## src/rtl/jal_redirect_stage.sv

```systemverilog
// Decode-side stage: registers fetch output, resolves JAL targets and holds a redirect to fetch
// until acknowledged, squashing wrong-path input meanwhile. Optional counters: JAL_REDIRECT_PERF_EN.
module jal_redirect_stage #(
  parameter int unsigned XLEN       = 32,
  parameter logic [6:0]  JAL_OPCODE = 7'b1101111
) (
  input  logic            clk,
  input  logic            rst,
  input  logic            in_valid,
  output logic            in_ready,
  input  logic [XLEN-1:0] in_pc,
  input  logic [31:0]     in_instr,
  output logic            out_valid,
  input  logic            out_ready,
  output logic [XLEN-1:0] out_pc,
  output logic [31:0]     out_instr,
  output logic            out_is_jal,
  output logic [XLEN-1:0] out_link,
  output logic            out_misaligned,
  output logic            redirect_valid,
  output logic [XLEN-1:0] redirect_target,
  input  logic            redirect_ack
`ifdef JAL_REDIRECT_PERF_EN
  ,
  output logic [31:0]     perf_redirects,
  output logic [31:0]     perf_squashed
`endif
);

  typedef enum logic {
    StRun,
    StWaitAck
  } state_e;

  state_e state_q, state_d;

  logic            out_valid_q;
  logic [XLEN-1:0] out_pc_q;
  logic [31:0]     out_instr_q;
  logic            out_is_jal_q;
  logic [XLEN-1:0] out_link_q;
  logic            out_misaligned_q;
  logic            redirect_valid_q;
  logic [XLEN-1:0] redirect_target_q;

  // J-type field split and address arithmetic on the incoming instruction
  logic [20:0]     imm21;
  logic [XLEN-1:0] imm_sext;
  logic [XLEN-1:0] in_target;
  logic [XLEN-1:0] in_link;
  logic            in_is_jal;

  assign imm21     = {in_instr[31], in_instr[19:12], in_instr[20], in_instr[30:21], 1'b0};
  assign imm_sext  = {{(XLEN-21){imm21[20]}}, imm21};
  assign in_target = in_pc + imm_sext;
  assign in_link   = in_pc + XLEN'(4);
  assign in_is_jal = (in_instr[6:0] == JAL_OPCODE);

  logic ready;
  logic load;
  logic start_redirect;
  logic clear_redirect;
  logic squash;
  logic consume;

  assign consume = out_valid_q && out_ready;

  always_comb begin
    state_d        = state_q;
    ready          = 1'b1;
    load           = 1'b0;
    start_redirect = 1'b0;
    clear_redirect = 1'b0;
    squash         = 1'b0;
    unique case (state_q)
      StRun: begin
        ready = !out_valid_q || out_ready;
        if (in_valid && ready) begin
          load = 1'b1;
          if (in_is_jal) begin
            start_redirect = 1'b1;
            state_d        = StWaitAck;
          end
        end
      end
      StWaitAck: begin
        // Everything fetch hands over here is wrong-path, including the ack cycle.
        ready  = 1'b1;
        squash = in_valid;
        if (redirect_ack) begin
          clear_redirect = 1'b1;
          state_d        = StRun;
        end
      end
      default: state_d = StRun;
    endcase
  end

  always_ff @(posedge clk) begin
    if (rst) begin
      state_q <= StRun;
    end else begin
      state_q <= state_d;
    end
  end

  always_ff @(posedge clk) begin
    if (rst) begin
      out_valid_q      <= 1'b0;
      out_pc_q         <= '0;
      out_instr_q      <= '0;
      out_is_jal_q     <= 1'b0;
      out_link_q       <= '0;
      out_misaligned_q <= 1'b0;
    end else if (load) begin
      out_valid_q      <= 1'b1;
      out_pc_q         <= in_pc;
      out_instr_q      <= in_instr;
      out_is_jal_q     <= in_is_jal;
      out_link_q       <= in_link;
      out_misaligned_q <= in_is_jal && in_target[1];
    end else if (consume) begin
      out_valid_q <= 1'b0;
    end
  end

  always_ff @(posedge clk) begin
    if (rst) begin
      redirect_valid_q  <= 1'b0;
      redirect_target_q <= '0;
    end else if (start_redirect) begin
      redirect_valid_q  <= 1'b1;
      redirect_target_q <= in_target;
    end else if (clear_redirect) begin
      redirect_valid_q  <= 1'b0;
    end
  end

`ifdef JAL_REDIRECT_PERF_EN
  logic [31:0] perf_redirects_q;
  logic [31:0] perf_squashed_q;

  always_ff @(posedge clk) begin
    if (rst) begin
      perf_redirects_q <= '0;
      perf_squashed_q  <= '0;
    end else begin
      if (start_redirect) perf_redirects_q <= perf_redirects_q + 32'd1;
      if (squash)         perf_squashed_q  <= perf_squashed_q + 32'd1;
    end
  end

  assign perf_redirects = perf_redirects_q;
  assign perf_squashed  = perf_squashed_q;
`endif

  assign in_ready        = ready;
  assign out_valid       = out_valid_q;
  assign out_pc          = out_pc_q;
  assign out_instr       = out_instr_q;
  assign out_is_jal      = out_is_jal_q;
  assign out_link        = out_link_q;
  assign out_misaligned  = out_misaligned_q;
  assign redirect_valid  = redirect_valid_q;
  assign redirect_target = redirect_target_q;

endmodule

```

## config.mk

```make
export PLATFORM = sky130hd
export DESIGN_NAME = jal_redirect_stage
export DESIGN_NICKNAME = d
export VERILOG_FILES = /design/src/rtl/jal_redirect_stage.sv
export SDC_FILE = /design/constraint.sdc
export NUM_CORES = 1
export LEC_CHECK = 0
export ABC_AREA = 1
export ABC_CLOCK_PERIOD_IN_PS = 4800
export CELL_PAD_IN_SITES_DETAIL_PLACEMENT = 1
export CELL_PAD_IN_SITES_GLOBAL_PLACEMENT = 1
export CORE_UTILIZATION = 36
export CTS_CLUSTER_SIZE = 25
export DETAILED_ROUTE_END_ITERATION = 16
export GPL_ROUTABILITY_DRIVEN = 0
export GPL_TIMING_DRIVEN = 0
export PLACE_DENSITY_LB_ADDON = 0.1
export SETUP_SLACK_MARGIN = 0.15
export SYNTH_ARGS = -nofsm -noshare
export SYNTH_HDL_FRONTEND = slang
export SYNTH_SLANG_ARGS = --single-unit
```

## constraint.sdc

```tcl
create_clock -name clk -period 4.8 [get_ports clk]
set_clock_uncertainty 0.2 [all_clocks]
set_input_delay 0.96 -clock clk [delete_from_list [all_inputs] [get_ports clk]]
set_output_delay 0.96 -clock clk [all_outputs]
set_load 0.005 [all_outputs]
```

# ---- Word-level counts from Yosys, hierarchy flattened
# Cells that the tools add are included.
dict set report totals {
  regBits 133
  input_bits 69
  output_inout_bits 133
  elab_cells 34
}
dict set report classes {
  add_sub_neg 2
  n_eq_ne 1
  mux 14
  n_bitwise 1
  n_reduce_logical 7
}
# operator count
set ops {}
lappend ops {{$add 32x3->32 const B} 1}
lappend ops {{$add 32x32->32} 1}
lappend ops {{$mux 1} 12}
lappend ops {{$eq 7x7->1 const B} 1}
lappend ops {{$pmux 1 s2} 2}
lappend ops {{$reduce_bool 2->1} 2}
lappend ops {{$logic_and 1x1->1} 3}
lappend ops {{$logic_not 1->1} 1}
lappend ops {{$logic_or 1x1->1} 1}
lappend ops {{$not 1->1} 1}

# ---- Longest topological paths before layout
dict set report logic_depth {
  ltp_word 6
  depth_mapped 13
  depth_no_buf 13
}

# ---- Least setup slack after synthesis
# No wires, ideal clock.
dict set report synth_timing {
  kind {input to register}
  from {input in_pc[1]}
  to {register redirect_target_q[21] (netlist: redirect_target[21])}
  setup_ns 0.109
  arrival_time_ns 2.341
  required_time_ns 4.491
  path_slack_ns 2.150
  path_stages 12
  n_path_buf 0
  cell_sequence {ha_1 -> fa_1 -> nand3_1 -> nand3_1 -> nand3_1 -> nand3_1 -> nand3_1 -> nand2_1 -> nand2_1 -> nand3_1 -> nand2_1 -> inv_1}
}
dict set report synth_between {
  elab_chain_cells 1
}
# item line_no
set synth_rtl {}
lappend synth_rtl {{from (decl)} 11} ;# input logic [XLEN-1:0] in_pc,
lappend synth_rtl {{$add 32x32->32} 55} ;# assign in_target = in_pc + imm_sext;
lappend synth_rtl {{to (signal assigned)} 133} ;# redirect_target_q <= in_target;
lappend synth_rtl {{to (decl)} 44} ;# logic [XLEN-1:0] redirect_target_q;
# Every way passes these cells.
# A chain may end at the register's enable or synchronous reset.

# ---- Worst setup path after layout
dict set report layout_timing {
  from {input out_ready}
  to {output in_ready}
}
dict set report layout_between {
  elab_chain_cells 2
}
# item line_no
set layout_rtl {}
lappend layout_rtl {{from (decl)} 14} ;# input logic out_ready,
lappend layout_rtl {{$logic_or 1x1->1} 77} ;# ready = !out_valid_q || out_ready;
lappend layout_rtl {{$pmux 1 s2} 75} ;# unique case (state_q)
lappend layout_rtl {{to (decl)} 10} ;# output logic in_ready,
# Every way passes these cells.

==> impl_metrics.ini <==
[worst_hold_path]
worstHoldPathType = reg -> reg

[clocking]
cts_made_buffers = 17
clock_sinks = 131
insertion_delay_ps = 430
clkTransAtPathRegs_ps = 70
holdBufCountCts = 0
cts_setup_buffers = 0
cts_tree = built
cts-root-buf = clkbuf_16
clockBufferDepth = 2
htree_levels = 4
cts_resized = 0

[sta]
setup_violations = 0
rsz0062_at_grt = no
fmax_ghz = 0.300
setup_ws_ps = 1470
hold_viol = 0
min_period_ps = 3330
tightest_slew_ps = 731
slew_viol_final = 0
fin_setup_tns_ps = 0
slew-limit-headroom_pct = 51.3
period_share_pct = 69.4

[cells_and_area]
drive_above_1_share_pct = 5.06
area_growth_pct = 38.6
nNetsFinal = 1551
n_antenna_cell = 0
fill_cells = 2790

[global_routing]
antenna_found_initial = 0
grt_max_degree = 17
first_global_vias = 8995
gr-total-overflow = 0
grt_pass1_wl_um = 49700
grt_usage_pct = 30.1

[floorplan]
core_area_um2 = 20600
io_pins = 202
rows = 52
fp.dieArea_um2 = 21900
die_y_um = 148
initial_utilization_pct = 37.3
die_w_um = 148

[critical_path]
crit_type = in -> out
worst_setup_path_end_kind = output port
startpoint_type = input port
worstPathMaxFanout = 3
crit_required_ps = 3640
critPathArrivalTime_ps = 2170

[synth]
synth_cell_types = 37
yosysTopAreaCell = dfxtp_1
synth.cell_area_um2 = 7660
ys_ff_latch = 131
synth_top_cell_area_share_pct = 34.2
synth_most_common_cell = nand2_1
syn_nets = 1332
synth_top_flop_cell = dfxtp_1
synth-edff-count = 0
synth.area.top_cells = dfxtp_1 34%, nand2_1 16%, nor2_1 11%
synthesis.instances = 1231
yosysSeqAreaShare_pct = 34.2
ys_top_cells_by_count = 327 x nand2_1, 222 x nor2_1, 164 x inv_1
ys_warn_count = 0
synthArstFlopShare_pct = 0
avgSynthCellArea_um2 = 6.22

[place]
dp_hpwl_um = 24900
place_ws_ps = 1170
portBuffers = 200

[route]
vias_per_cell = 5.05
drt_first_pass_iters = 4
vias = 8747
met2_length_um = 14300
drt_iter0_markers = 504
wl_met1_um = 14800
top_layer_used = met4
drt-total-wl_um = 31800
drtAntennaViolNets = 0
drcViolationCount = 0
wl_met3_um = 1880
detail_route.wl_per_cell_um = 18.4

[outcome]
status = completed

[power_and_ir_drop]
p_per_area_nw_per_um2 = 311
ir_worst_vdd_mv = 0.267
p_leak_nw = 5.07

[job]
maxCapViolCount = 0
==> registers in the layout (all words and copies together), names as in the netlist <==
| signal | cells |
|---|---|
| out_pc | 32 |
| redirect_target | 32 |
| out_instr | 32 |
| state_q | 1 |
| out_valid | 1 |
| out_is_jal | 1 |
| redirect_valid | 1 |
| out_link | 30 |
| out_misaligned | 1 |
==> per-layer routing <==
layer,vias to the layer above,GRT usage (%)
met5,-,0
met4,0,11.1
met3,51,5.93
met2,257,49.6
met1,4156,38.8
li1,4283,-
==> final timing paths <==
path,start,to,slack (ps),cells after the start
setup / recovery,out_ready,in_ready,1470,4
hold / removal,out_instr[0],out_instr[0],270,2
setup reg to reg,state_q,redirect_target[25],2490,9
hold reg to reg,out_instr[0],out_instr[0],270,2
==> cell type report <==
class	instances	area, um2	share of cell area (%)
plain buffers	42	185	1.74
clock buffers	19	443	4.17
clock inverters	13	174	1.64
inverters	173	649	6.12
multi-input cells	885	4200	39.6
flip-flops and latches	131	2620	24.7
well taps	270	338	3.18
repair buffers	200	2000	18.9
==> cells in the final DEF, fill, tap and decap left out, types with 3 or more instances in the layout <==
cell type	n
nor2_4	5
nand2_2	4
xnor2_1	5
buf_2	16
a31oi_1	4
inv_1	164
dfxtp_1	131
o21ai_1	17
ha_1	31
nor3_2	3
o211ai_1	3
nor3_1	14
clkbuf_16	17
bufinv_16	3
o21ai_0	71
clkdlybuf4s50_1	200
nand4_1	9
buf_1	3
inv_2	7
clkinv_4	3
o21bai_1	4
xor2_1	15
nand3_1	75
inv_6	3
nor2_1	222
clkbuf_1	22
a21oi_1	60
nand2_1	327
==> per-stage QoR <==
stage	power [W]	std cells	area (um2)	hold WS [ps]	util (%)
global placement	0.00189	1701	10000	249	48.6
finish	0.00331	1733	10600	266	51.6
floorplan	0.00155	1231	7660	257	-
CTS	0.00331	1733	10600	268	51.6
global route	0.00344	1733	10600	291	51.6
detailed placement	0.00191	1701	10000	259	48.6
==> cell families after synthesis <==
logic type / count (synthesis) / share of synthesized area, %
flops: 131 / 34.2
simple gates: 669 / 36.1
xor+xnor: 20 / 2.29
compound gates: 164 / 11.2
fa+ha+maj: 32 / 5.33
buf+inv: 215 / 10.9
==> worst max-delay path, cell delays in order <==
cell and delay, ps:
clkdlybuf4s50_1 400, nor2_1 270, nand2_1 90, clkdlybuf4s50_1 450
==> power breakdown <==
group / total, W / internal (W) / switching [W] / leakage [nW]
Clock: 0.00141 / 0.000841 / 0.000566 / 0.296
Combinational: 0.000717 / 0.000294 / 0.000423 / 3.70
Sequential: 0.00118 / 0.00115 / 0.0000334 / 1.08
Total: 0.00331 / 0.00228 / 0.00102 / 5.07
(Power assumes the default switching activity.)
